## src/rtl/param_control_unit_pkg.sv

```systemverilog
// ============================================================================
// cu_pkg : opcodes, FSM state codes and ALU selects for param_control_unit
// Rev 1.0 - initial release
// ============================================================================
`default_nettype none

package cu_pkg;

  localparam logic [3:0] c_op_noop  = 4'd0;
  localparam logic [3:0] c_op_store = 4'd1;
  localparam logic [3:0] c_op_load  = 4'd2;
  localparam logic [3:0] c_op_add   = 4'd3;
  localparam logic [3:0] c_op_sub   = 4'd4;
  localparam logic [3:0] c_op_halt  = 4'd5;
  localparam logic [3:0] c_op_jmp   = 4'd6;
  localparam logic [3:0] c_op_jz    = 4'd7;

  localparam logic [2:0] c_alu_pass = 3'd0;
  localparam logic [2:0] c_alu_add  = 3'd1;
  localparam logic [2:0] c_alu_sub  = 3'd2;

  typedef enum logic [3:0] {
    S_INIT   = 4'd0,
    S_FETCH  = 4'd1,
    S_DECODE = 4'd2,
    S_NOOP   = 4'd3,
    S_LOAD_A = 4'd4,
    S_LOAD_B = 4'd5,
    S_STORE  = 4'd6,
    S_ADD    = 4'd7,
    S_SUB    = 4'd8,
    S_HALT   = 4'd9,
    S_JUMP   = 4'd10,
    S_JWAIT  = 4'd11
  } cu_state_t;

endpackage

`default_nettype wire

```

## src/rtl/param_control_unit_if.sv

```systemverilog
// ============================================================================
// param_control_unit_if : instruction-memory, register-file and data-memory
//                         control bundle of the control unit
// Rev 1.0 - initial release
// ============================================================================
`default_nettype none

interface param_control_unit_if #(
  parameter int PC_W  = 5,
  parameter int RF_AW = 4,
  parameter int DM_AW = 8
);
  localparam int IW = 4 + RF_AW + DM_AW;

  logic [PC_W-1:0]  imem_addr;
  logic [IW-1:0]    imem_data;
  logic             rf_ra_zero;
  logic [DM_AW-1:0] d_addr;
  logic             d_wr;
  logic             rf_s;
  logic [RF_AW-1:0] rf_w_addr;
  logic             rf_w_wr;
  logic [RF_AW-1:0] rf_ra_addr;
  logic             rf_ra_rd;
  logic [RF_AW-1:0] rf_rb_addr;
  logic             rf_rb_rd;
  logic [2:0]       alu_s0;
  logic [PC_W-1:0]  pc_address;
  logic [IW-1:0]    instruction;
  logic [3:0]       state_o;

  modport master (
    input  imem_data, rf_ra_zero,
    output imem_addr, d_addr, d_wr, rf_s, rf_w_addr, rf_w_wr,
           rf_ra_addr, rf_ra_rd, rf_rb_addr, rf_rb_rd, alu_s0,
           pc_address, instruction, state_o
  );

  modport slave (
    output imem_data, rf_ra_zero,
    input  imem_addr, d_addr, d_wr, rf_s, rf_w_addr, rf_w_wr,
           rf_ra_addr, rf_ra_rd, rf_rb_addr, rf_rb_rd, alu_s0,
           pc_address, instruction, state_o
  );

endinterface

`default_nettype wire

```

## src/rtl/param_control_unit_pc.sv

```systemverilog
// ============================================================================
// cu_pc : program counter with clear, increment (wrapping) and target load
// Rev 1.0 - initial release
// ============================================================================
`default_nettype none

module cu_pc #(
  parameter int PC_W = 5
) (
  input  wire logic            clock,
  input  wire logic            reset,
  input  wire logic            i_clear,
  input  wire logic            i_up,
  input  wire logic            i_load,
  input  wire logic [PC_W-1:0] i_target,
  output logic      [PC_W-1:0] o_pc
);

  logic [PC_W-1:0] r_pc;

  always_ff @(posedge clock or posedge reset) begin
    if (reset) begin
      r_pc <= '0;
    end else if (i_clear) begin
      r_pc <= '0;
    end else if (i_load) begin
      r_pc <= i_target;
    end else if (i_up) begin
      r_pc <= r_pc + 1'b1;
    end
  end

  assign o_pc = r_pc;

endmodule

`default_nettype wire

```

## src/rtl/param_control_unit.sv

```systemverilog
// ============================================================================
// param_control_unit : PC, instruction register and sequencing FSM
// Optional JMP/JZ support enabled by defining CU_BRANCH_EN.
// Rev 1.0 - initial release
// ============================================================================
`default_nettype none

module param_control_unit
  import cu_pkg::*;
#(
  parameter int PC_W  = 5,
  parameter int RF_AW = 4,
  parameter int DM_AW = 8
) (
  input  wire logic            clock,
  input  wire logic            reset,
  param_control_unit_if.master bus
);

  localparam int IW = 4 + RF_AW + DM_AW;

  generate
    if ((2 * RF_AW > DM_AW) || (PC_W > DM_AW)) begin : g_bad_params
      $error("param_control_unit: need 2*RF_AW <= DM_AW and PC_W <= DM_AW");
    end
  endgenerate

  cu_state_t        r_state;
  cu_state_t        w_state_next;
  logic [IW-1:0]    r_ir;
  logic [PC_W-1:0]  w_pc;
  logic             w_ir_load;
  logic             w_pc_up;
  logic             w_pc_load;

  logic [DM_AW-1:0] w_d_addr;
  logic             w_d_wr;
  logic             w_rf_s;
  logic [RF_AW-1:0] w_rf_w_addr;
  logic             w_rf_w_wr;
  logic [RF_AW-1:0] w_rf_ra_addr;
  logic             w_rf_ra_rd;
  logic [RF_AW-1:0] w_rf_rb_addr;
  logic             w_rf_rb_rd;
  logic [2:0]       w_alu_s0;

  // Instruction fields; which ones are meaningful depends on the opcode
  logic [3:0]       w_opcode;
  logic [DM_AW-1:0] w_fld_hi_addr;
  logic [DM_AW-1:0] w_fld_lo_addr;
  logic [RF_AW-1:0] w_fld_ra;
  logic [RF_AW-1:0] w_fld_rb;
  logic [RF_AW-1:0] w_fld_w;
  logic [PC_W-1:0]  w_fld_target;

  assign w_opcode      = r_ir[IW-1 -: 4];
  assign w_fld_hi_addr = r_ir[IW-5 -: DM_AW];
  assign w_fld_lo_addr = r_ir[DM_AW-1:0];
  assign w_fld_ra      = r_ir[IW-5 -: RF_AW];
  assign w_fld_rb      = r_ir[IW-5-RF_AW -: RF_AW];
  assign w_fld_w       = r_ir[RF_AW-1:0];
  assign w_fld_target  = r_ir[PC_W-1:0];

  cu_pc #(
    .PC_W (PC_W)
  ) u_pc (
    .clock    (clock),
    .reset    (reset),
    .i_clear  (r_state == S_INIT),
    .i_up     (w_pc_up),
    .i_load   (w_pc_load),
    .i_target (w_fld_target),
    .o_pc     (w_pc)
  );

  always_ff @(posedge clock or posedge reset) begin
    if (reset) begin
      r_state <= S_INIT;
      r_ir    <= '0;
    end else begin
      r_state <= w_state_next;
      if (w_ir_load) begin
        r_ir <= bus.imem_data;
      end
    end
  end

  always_comb begin
    w_state_next = r_state;
    w_ir_load    = 1'b0;
    w_pc_up      = 1'b0;
    w_pc_load    = 1'b0;
    w_d_addr     = '0;
    w_d_wr       = 1'b0;
    w_rf_s       = 1'b0;
    w_rf_w_addr  = '0;
    w_rf_w_wr    = 1'b0;
    w_rf_ra_addr = '0;
    w_rf_ra_rd   = 1'b0;
    w_rf_rb_addr = '0;
    w_rf_rb_rd   = 1'b0;
    w_alu_s0     = c_alu_pass;

    case (r_state)
      S_INIT: w_state_next = S_FETCH;
      S_FETCH: begin
        w_ir_load    = 1'b1;
        w_pc_up      = 1'b1;
        w_state_next = S_DECODE;
      end
      S_DECODE: begin
        case (w_opcode)
          c_op_store: w_state_next = S_STORE;
          c_op_load:  w_state_next = S_LOAD_A;
          c_op_add:   w_state_next = S_ADD;
          c_op_sub:   w_state_next = S_SUB;
          c_op_halt:  w_state_next = S_HALT;
`ifdef CU_BRANCH_EN
          c_op_jmp,
          c_op_jz:    w_state_next = S_JUMP;
`endif
          default:    w_state_next = S_NOOP;
        endcase
      end
      S_NOOP: w_state_next = S_FETCH;
      S_LOAD_A: begin
        w_d_addr     = w_fld_hi_addr;
        w_state_next = S_LOAD_B;
      end
      S_LOAD_B: begin
        w_d_addr     = w_fld_hi_addr;
        w_rf_s       = 1'b1;
        w_rf_w_addr  = w_fld_w;
        w_rf_w_wr    = 1'b1;
        w_state_next = S_FETCH;
      end
      S_STORE: begin
        w_rf_ra_addr = w_fld_ra;
        w_rf_ra_rd   = 1'b1;
        w_d_addr     = w_fld_lo_addr;
        w_d_wr       = 1'b1;
        w_state_next = S_FETCH;
      end
      S_ADD, S_SUB: begin
        w_rf_ra_addr = w_fld_ra;
        w_rf_ra_rd   = 1'b1;
        w_rf_rb_addr = w_fld_rb;
        w_rf_rb_rd   = 1'b1;
        w_alu_s0     = (r_state == S_ADD) ? c_alu_add : c_alu_sub;
        w_rf_w_addr  = w_fld_w;
        w_rf_w_wr    = 1'b1;
        w_state_next = S_FETCH;
      end
      S_HALT: w_state_next = S_HALT;
`ifdef CU_BRANCH_EN
      S_JUMP: begin
        if (w_opcode == c_op_jmp) begin
          w_pc_load    = 1'b1;
          w_state_next = S_JWAIT;
        end else begin
          w_rf_ra_addr = w_fld_ra;
          w_rf_ra_rd   = 1'b1;
          w_pc_load    = bus.rf_ra_zero;
          w_state_next = bus.rf_ra_zero ? S_JWAIT : S_FETCH;
        end
      end
      // Gives the synchronous instruction memory one edge to see the new PC
      S_JWAIT: w_state_next = S_FETCH;
`endif
      default: w_state_next = S_INIT;
    endcase
  end

`ifndef CU_BRANCH_EN
  logic w_unused_ra_zero;
  assign w_unused_ra_zero = bus.rf_ra_zero;
`endif

  assign bus.imem_addr   = w_pc;
  assign bus.pc_address  = w_pc;
  assign bus.instruction = r_ir;
  assign bus.state_o     = r_state;
  assign bus.d_addr      = w_d_addr;
  assign bus.d_wr        = w_d_wr;
  assign bus.rf_s        = w_rf_s;
  assign bus.rf_w_addr   = w_rf_w_addr;
  assign bus.rf_w_wr     = w_rf_w_wr;
  assign bus.rf_ra_addr  = w_rf_ra_addr;
  assign bus.rf_ra_rd    = w_rf_ra_rd;
  assign bus.rf_rb_addr  = w_rf_rb_addr;
  assign bus.rf_rb_rd    = w_rf_rb_rd;
  assign bus.alu_s0      = w_alu_s0;

endmodule

`default_nettype wire

```

## src/flat_wrapper.sv

```systemverilog
// flat-port wrapper written by rule: the top's interface ports become plain ports
module param_control_unit_flat import cu_pkg::*;
#(
  parameter int PC_W  = 5,
  parameter int RF_AW = 4,
  parameter int DM_AW = 8
)
  (clock, reset, bus_imem_data, bus_rf_ra_zero, bus_imem_addr, bus_d_addr, bus_d_wr, bus_rf_s, bus_rf_w_addr, bus_rf_w_wr, bus_rf_ra_addr, bus_rf_ra_rd, bus_rf_rb_addr, bus_rf_rb_rd, bus_alu_s0, bus_pc_address, bus_instruction, bus_state_o);
  param_control_unit_if #(.PC_W(PC_W), .RF_AW(RF_AW), .DM_AW(DM_AW)) bus_i ();
  input  wire logic clock;
  input  wire logic reset;
  input wire logic [$bits(bus_i.imem_data)-1:0] bus_imem_data;
  input wire logic [$bits(bus_i.rf_ra_zero)-1:0] bus_rf_ra_zero;
  output wire logic [$bits(bus_i.imem_addr)-1:0] bus_imem_addr;
  output wire logic [$bits(bus_i.d_addr)-1:0] bus_d_addr;
  output wire logic [$bits(bus_i.d_wr)-1:0] bus_d_wr;
  output wire logic [$bits(bus_i.rf_s)-1:0] bus_rf_s;
  output wire logic [$bits(bus_i.rf_w_addr)-1:0] bus_rf_w_addr;
  output wire logic [$bits(bus_i.rf_w_wr)-1:0] bus_rf_w_wr;
  output wire logic [$bits(bus_i.rf_ra_addr)-1:0] bus_rf_ra_addr;
  output wire logic [$bits(bus_i.rf_ra_rd)-1:0] bus_rf_ra_rd;
  output wire logic [$bits(bus_i.rf_rb_addr)-1:0] bus_rf_rb_addr;
  output wire logic [$bits(bus_i.rf_rb_rd)-1:0] bus_rf_rb_rd;
  output wire logic [$bits(bus_i.alu_s0)-1:0] bus_alu_s0;
  output wire logic [$bits(bus_i.pc_address)-1:0] bus_pc_address;
  output wire logic [$bits(bus_i.instruction)-1:0] bus_instruction;
  output wire logic [$bits(bus_i.state_o)-1:0] bus_state_o;
  assign bus_i.imem_data = bus_imem_data;
  assign bus_i.rf_ra_zero = bus_rf_ra_zero;
  assign bus_imem_addr = bus_i.imem_addr;
  assign bus_d_addr = bus_i.d_addr;
  assign bus_d_wr = bus_i.d_wr;
  assign bus_rf_s = bus_i.rf_s;
  assign bus_rf_w_addr = bus_i.rf_w_addr;
  assign bus_rf_w_wr = bus_i.rf_w_wr;
  assign bus_rf_ra_addr = bus_i.rf_ra_addr;
  assign bus_rf_ra_rd = bus_i.rf_ra_rd;
  assign bus_rf_rb_addr = bus_i.rf_rb_addr;
  assign bus_rf_rb_rd = bus_i.rf_rb_rd;
  assign bus_alu_s0 = bus_i.alu_s0;
  assign bus_pc_address = bus_i.pc_address;
  assign bus_instruction = bus_i.instruction;
  assign bus_state_o = bus_i.state_o;
  param_control_unit #(.PC_W(PC_W), .RF_AW(RF_AW), .DM_AW(DM_AW)) u_core (.clock(clock), .reset(reset), .bus(bus_i));
endmodule
```

## config.mk

```make
export PLATFORM = sky130hd
export DESIGN_NAME = param_control_unit_flat
export DESIGN_NICKNAME = d
export VERILOG_FILES = /design/src/rtl/param_control_unit_pkg.sv /design/src/rtl/param_control_unit_if.sv /design/src/rtl/param_control_unit_pc.sv /design/src/rtl/param_control_unit.sv /design/src/flat_wrapper.sv
export SDC_FILE = /design/constraint.sdc
export NUM_CORES = 1
export LEC_CHECK = 0
export CORE_ASPECT_RATIO = 0.8
export CORE_MARGIN = 2
export CORE_UTILIZATION = 40
export CTS_CLUSTER_DIAMETER = 30
export DETAILED_ROUTE_END_ITERATION = 8
export PLACE_DENSITY = 0.8
export REMOVE_ABC_BUFFERS = 1
export SETUP_SLACK_MARGIN = 0.02
export SLEW_MARGIN = 20
export SYNTH_ARGS = -nofsm -noshare
export SYNTH_HDL_FRONTEND = slang
export SYNTH_HIERARCHICAL = 1
export SYNTH_SLANG_ARGS = --single-unit
```

## constraint.sdc

```tcl
create_clock -name clock -period 2.1 [get_ports clock]
set_clock_uncertainty 0.1 [all_clocks]
set_input_delay 0.42 -clock clock [delete_from_list [all_inputs] [get_ports clock]]
set_output_delay 0.42 -clock clock [all_outputs]
set_load 0.02 [all_outputs]
```

==> flow_summary.json, run 1 <==
{
  "outcome": "complete, but fails checks",
  "failed_checks": "setup timing",
  "timing.reg2reg.worst_path_depth": 6,
  "layoutNonFillerInstCount": 291,
  "slew_viol_final": 0,
  "final_design_area_no_fill_sq_um": 2496,
  "yosys.cell_count.top_type": "sky130_fd_sc_hd__dfrtp_1",
  "die_h_um": 59.95,
  "path_cells": "buf_6 -> nor2b_4 -> a21o_1 -> buf_6 -> buf_6 -> and2_4 -> buf_6",
  "timing_worst_setup_path_type": "register to primary output",
  "total_vias_in_the_final_route": 1443,
  "drtPass1Iterations": 4,
  "grt_pass1_vias": 1331,
  "seq_area_sq_um": 625.6,
  "clk_pin_slew_ns": 0.08,
  "gpl.final_weighted_congestion": 0.8323,
  "floorplan.die_area_sq_um": 4433,
  "final.fill_count": 320,
  "synth_seq_cells": 25,
  "synth.largest_area_cell": "sky130_fd_sc_hd__dfrtp_1",
  "routed_wire_length_per_instance_um": 14.03,
  "critPathSlowestCell": "sky130_fd_sc_hd__dfrtp_1",
  "grt_first_pass_wirelength_um": 6389,
  "post-route-worst-setup-slack_ns": -0.08309,
  "areaGrowthSynthToFinish_pct": 59.47,
  "io_buffer_count": 74,
  "wirelength_um": 4082,
  "clkLatencyLatePin_ns": 0.27,
  "design.portCount": 77,
  "synthesis.area_per_instance_sq_um": 10.37,
  "leakage_dissipation_nw": 1.156,
  "initial_core_util_pct": 41.42,
  "chipWidth_um": 73.94,
  "initialDrtViolationCount": 54,
  "groute.usage.overall_pct": 19.06,
  "setup_viol_count_final": 8,
  "cts_made_buffers": 3,
  "tritoncts": "built",
  "syn_area_sq_um": 1565,
  "drive_gt1_share_pct": 35.17,
  "cts.sink_count": 25,
  "worst_ir_drop_vdd_mv": 0.8201,
  "tns_ns": -0.1623,
  "powerDensity_nw_per_um2": 1527,
  "largest_net_degree_at_the_start_of_global_routing": 14,
  "timing.critical_path.fanout_max": 3,
  "synthDistinctLibCells": 42,
  "synth_warnings": 6,
  "rsz0062_at_grt": "yes",
  "rows": 20,
  "antenna_cells_inserted": 0,
  "ys_async_sr_fraction_pct": 100.0,
  "r2r_setup_slack_ns": 0.22,
  "grt.overflow.total": 0,
  "ys.flop_type": "sky130_fd_sc_hd__dfrtp_1",
  "critical_path.startpoint_type": "register",
  "timing.critical_path.mode_cell": "sky130_fd_sc_hd__buf_6",
  "r2r_start": "u_core/bus.state_o[1]",
  "area_post_placement_sq_um": 2401,
  "timing.rr.end": "u_core/bus.instruction[10]",
  "cts-root-to-sink-buffers": 2,
  "clockRootBuffer": "sky130_fd_sc_hd__clkbuf_8",
  "synth_enable_flop_cells": 0,
  "place.detailed.instances": 282,
  "synth.top_cells.by_count": "25 x sky130_fd_sc_hd__dfrtp_1, 12 x sky130_fd_sc_hd__a21oi_1, 12 x sky130_fd_sc_hd__and2_1, 10 x sky130_fd_sc_hd__nand2_1",
  "critical_path_required_ns": 1.58,
  "drtAntennaViolNets": 0,
  "slowest_stage_delay_cp_ns": 0.42,
  "drcViolationCount": 0,
  "holdCritPathClass": "input port to asynchronous set/reset pin",
  "vias_cell": 4.959,
  "share_of_the_clock_period_used_by_the_worst_path_pct": 104.0,
  "hpwl_um": 3041,
  "maxCapViolCount": 0,
  "synth.top_cells.by_area": "sky130_fd_sc_hd__dfrtp_1 40%, sky130_fd_sc_hd__mux2_4 7.7%, sky130_fd_sc_hd__mux2_2 5.8%",
  "final_period_minus_worst_setup_slack_ns": 2.183,
  "area_share_of_the_largest_cell_type_after_synthesis_pct": 39.97,
  "synth-seq-area-share_pct": 39.97,
  "multi_input_comb_area_sq_um": 858.3,
  "antenna_found_initial": 0,
  "finalHoldViolCount": 0,
  "achievable-frequency_mhz": 458.1,
  "num-nets-final": 257,
  "netlist_instances": 151,
  "core_region_area_sq_um": 3779,
  "finalHoldWorstSlack_ns": 0.2958,
  "crit_arrival_ns": 1.66,
  "crit_path_end_kind": "primary output",
  "h-tree-depth": 1
}
worst max-delay path, delay by kind of cell (launching register included):
kind,cells,cell delay [ns]
AO/OA/AOI/OAI,1,0.22
flip-flops,1,0.42
AND/OR/NAND/NOR,2,0.26
buffers and inverters,4,0.49
state kept, by name, summed over array words and instances, names as in the netlist:
register	count
u_core/bus.instruction	16
u_core/u_pc/o_pc	5
u_core/bus.state_o	4
through the flow:
| step | setup slack [ns] | total power [mW] | utilization (%) |
|---|---|---|---|
| 2_1_floorplan | -0.2030 | 2.357 | - |
| 3_3_place_gp | -0.1229 | 3.434 | 63.54 |
| 3_5_place_dp | -0.1262 | 3.483 | 63.54 |
| 4_1_cts | -0.1481 | 3.778 | 64.67 |
| 5_1_grt | -0.1356 | 4.047 | 66.06 |
| 6_report | -0.08309 | 3.813 | 66.06 |
cell type report:
class	instances	share of cell area, %
inverter	6	0.9524
multi-input combinational	106	34.39
clock buffer	4	1.805
sequential	25	25.06
timing repair buffer	95	35.04
tap	55	2.757
worst max-delay path by stage:
stage / start / to / slack, ns
2_1_floorplan: u_core/bus.state_o[1] / u_core/u_pc/o_pc[1] / -0.20
3_3_place_gp: u_core/bus.state_o[2] / bus_rf_rb_addr[0] / -0.12
5_1_grt: u_core/bus.state_o[2] / bus_rf_ra_addr[1] / -0.14
4_1_cts: u_core/bus.state_o[2] / bus_rf_ra_addr[1] / -0.15
3_5_place_dp: u_core/bus.state_o[2] / bus_rf_ra_addr[1] / -0.13
6_report: u_core/bus.state_o[2] / bus_rf_ra_addr[1] / -0.08
metal layers:
| metal | vias up | share of wire [%] | track usage (%) |
|---|---|---|---|
| met5 | - | 0 | 0 |
| met4 | 0 | 0.59 | 3.377 |
| met3 | 4 | 9.0 | 7.251 |
| met2 | 62 | 47 | 30.74 |
| met1 | 695 | 44 | 24.76 |
| li1 | 682 | - | - |
power breakdown:
group / total (mW) / switching, mW / leakage (nW) / internal [mW]
clock: 0.281 / 0.145 / 0.0228 / 0.136
combinational: 2.48 / 1.16 / 0.836 / 1.32
sequential: 1.05 / 0.330 / 0.297 / 0.725
total: 3.81 / 1.64 / 1.16 / 2.18
logic make-up after synthesis:
family                     count (synthesis)  synth area share, %
other                                      1               0.2396
DFF                                       25                39.97
muxes                                     19                15.43
adders and majority gates                  1               0.7992
and+or+nand+nor                           55                22.86
buffers and inverters                     21                8.473
AOI/OAI and AO/OA                         24                9.432
xor gates and xnor gates                   5                2.798
cell usage in the layout, fill, tap and decap left out, types with 7 or more instances in the layout:
cell type | synthesis | final
sky130_fd_sc_hd__a21oi_1 | 12 | 12
sky130_fd_sc_hd__and2_4 | 0 | 10
sky130_fd_sc_hd__buf_2 | 3 | 7
sky130_fd_sc_hd__buf_4 | 7 | 17
sky130_fd_sc_hd__buf_6 | 1 | 16
sky130_fd_sc_hd__clkdlybuf4s50_1 | 0 | 43
sky130_fd_sc_hd__dfrtp_1 | 25 | 25
sky130_fd_sc_hd__mux2_2 | 8 | 8
sky130_fd_sc_hd__mux2_4 | 8 | 8
sky130_fd_sc_hd__nand2_1 | 10 | 10
sky130_fd_sc_hd__nand3b_1 | 8 | 8
what timing repair did:
item                       in CTS  in global routing
setup endpoints to repair      29                 25
resized for setup             105                 42
pin swaps                       6                  2
hold buffers                    0                  0
setup buffers                   4                  1
Note: power is estimated with default switching activity, not from simulation.
==> run 2: changes to the inputs <==
Clock period 2.1 ns to 2.25 ns, I/O delays scaled along.
==> run 2 against run 1 <==
Effect of this change: the run now ends clean; die area unchanged; register-to-register slack better by 0.09 ns; total power down 8.5%; flip-flop and latch count unchanged; sequential power down 7%; critical path type unchanged; largest cell class is now multi-input gates.
==> flow_summary.json, run 2 (same netlist as run 1, synthesis figures left out) <==
{
  "total_vias_in_the_final_route": 1386,
  "antenna_found_initial": 0,
  "critical_path.startpoint_type": "register",
  "setup_viol_count_final": 0,
  "dp_worst_setup_slack_ns": -0.01778,
  "clkLatencyLatePin_ns": 0.27,
  "groute.layer.met2.usage_pct": 31.76,
  "clockRootBuffer": "sky130_fd_sc_hd__clkbuf_8",
  "drtPass1Iterations": 4,
  "grt.overflow.total": 0,
  "grt_pass1_vias": 1327,
  "vias_cell": 4.796,
  "rsz0062_at_grt": "no",
  "gpl.final_weighted_congestion": 0.7899,
  "outcome": "completed",
  "h-tree-depth": 1,
  "grt.busiest_layer": "met2",
  "timing.reg2reg.worst_path_depth": 6,
  "r2r_setup_slack_ns": 0.31,
  "io_buffer_count": 74,
  "tritoncts": "built",
  "crit_path_end_kind": "primary output",
  "cts-root-to-sink-buffers": 2,
  "r2r_start": "u_core/bus.state_o[1]",
  "critical_path_required_ns": 1.70,
  "wirelength_um": 3940,
  "timing.critical_path.fanout_max": 4,
  "largest_net_degree_at_the_start_of_global_routing": 14,
  "initialDrtViolationCount": 12,
  "drive_gt1_share_pct": 25.21,
  "holdCritPathClass": "input port to asynchronous set/reset pin",
  "global_routing_usage_on_met1_pct": 24.87,
  "antenna_cells_inserted": 0,
  "gr-usage-met3_pct": 5.734,
  "num-nets-final": 255,
  "cts.sink_count": 25,
  "layout_common_cells": "47 x sky130_fd_sc_hd__clkdlybuf4s50_1, 24 x sky130_fd_sc_hd__dfrtp_1, 20 x sky130_fd_sc_hd__buf_4, 12 x sky130_fd_sc_hd__and2_1, 12 x sky130_fd_sc_hd__a21oi_1",
  "finalHoldViolCount": 0,
  "worst_ir_drop_vdd_mv": 0.8261,
  "drtAntennaViolNets": 0,
  "most_common_cell_after_layout_fill_and_taps_aside": "sky130_fd_sc_hd__clkdlybuf4s50_1",
  "core_region_area_sq_um": 3779,
  "achievable-frequency_mhz": 461.9,
  "number_of_flip_flops_under_the_largest_register_name": 16,
  "powerDensity_nw_per_um2": 1463,
  "final_util_pct": 63.08,
  "timing.rr.end": "u_core/bus.instruction[10]",
  "post_cts_hold_buffer_count": 0,
  "tns_ns": 0,
  "post-route-worst-setup-slack_ns": 0.08482,
  "initial_core_util_pct": 41.42,
  "areaGrowthSynthToFinish_pct": 52.28,
  "finalHoldWorstSlack_ns": 0.2991,
  "rows": 20,
  "slew_viol_final": 0,
  "groute.usage.overall_pct": 19.02,
  "routed_wire_length_per_instance_um": 13.63,
  "crit_arrival_ns": 1.62,
  "die_h_um": 59.95,
  "grt_first_pass_wirelength_um": 6354,
  "design.portCount": 77,
  "floorplan.die_area_sq_um": 4433,
  "clk_pin_slew_ns": 0.09,
  "cts_made_buffers": 3,
  "maxCapViolCount": 0,
  "leakage_dissipation_nw": 1.106,
  "timing_worst_setup_path_type": "register to primary output",
  "hpwl_um": 3070,
  "final_period_minus_worst_setup_slack_ns": 2.165,
  "drcViolationCount": 0,
  "chipWidth_um": 73.94,
  "share_of_the_clock_period_used_by_the_worst_path_pct": 96.23
}
run 2: area by class of cell:
cell class                      count  area [sq um]
Clock buffer                        4         45.04
Fill cell                         333          1395
Inverter                            6         26.28
Multi-Input combinational cell    106         818.3
Sequential cell                    25         626.9
Tap cell                           55         68.82
Timing Repair Buffer               93         798.3
run 2: per-layer routing:
| metal | wire (um) | part of all wire (%) | up-vias |
|---|---|---|---|
| li1 | - | - | 677 |
| met1 | 1779 | 45 | 646 |
| met2 | 1796 | 46 | 58 |
| met3 | 343 | 8.7 | 5 |
| met4 | 21 | 0.53 | 0 |
| met5 | 0 | 0 | - |
run 2: what timing repair did:
item,4_1_cts,5_1_grt
buffers inserted,2,1
endpoints found under the setup margin,27,19
gates resized for setup,55,19
run 2: worst max path at each step:
| stage | start | to | slack (ns) |
|---|---|---|---|
| after CTS | u_core/bus.state_o[2] | bus_rf_rb_addr[0] | -0.03 |
| final | u_core/bus.state_o[2] | bus_rf_w_addr[2] | 0.08 |
| after floorplan | u_core/bus.state_o[1] | u_core/u_pc/o_pc[1] | -0.05 |
| after detailed placement | u_core/bus.state_o[2] | bus_rf_rb_addr[0] | -0.02 |
| after global placement | u_core/bus.state_o[2] | bus_rf_rb_addr[0] | -0.007 |
| after global routing | u_core/bus.state_o[1] | bus_state_o[1] | 0.02 |
run 2: worst max-delay path, cell delays in order, from the launching register on:
cell and delay [ns]:
sky130_fd_sc_hd__dfrtp_1 0.42, sky130_fd_sc_hd__buf_4 0.16, sky130_fd_sc_hd__nor2b_1 0.13, sky130_fd_sc_hd__a21o_1 0.20, sky130_fd_sc_hd__buf_4 0.14, sky130_fd_sc_hd__and2_1 0.15
sky130_fd_sc_hd__buf_4 0.15
run 2: report_power, final:
group          total [mW]  switching (mW)  internal [mW]
logic                2.25            1.06           1.19
registers           0.976           0.298          0.678
clock network       0.265           0.138          0.127
total                3.49            1.49           1.99
run 2: per-stage QoR:
step,std cells,instance area (sq um),power (mW)
2_1_floorplan,137,1459,2.200
3_3_place_gp,282,2389,3.196
3_5_place_dp,282,2389,3.251
4_1_cts,288,2420,3.503
5_1_grt,289,2384,3.719
6_report,289,2384,3.487
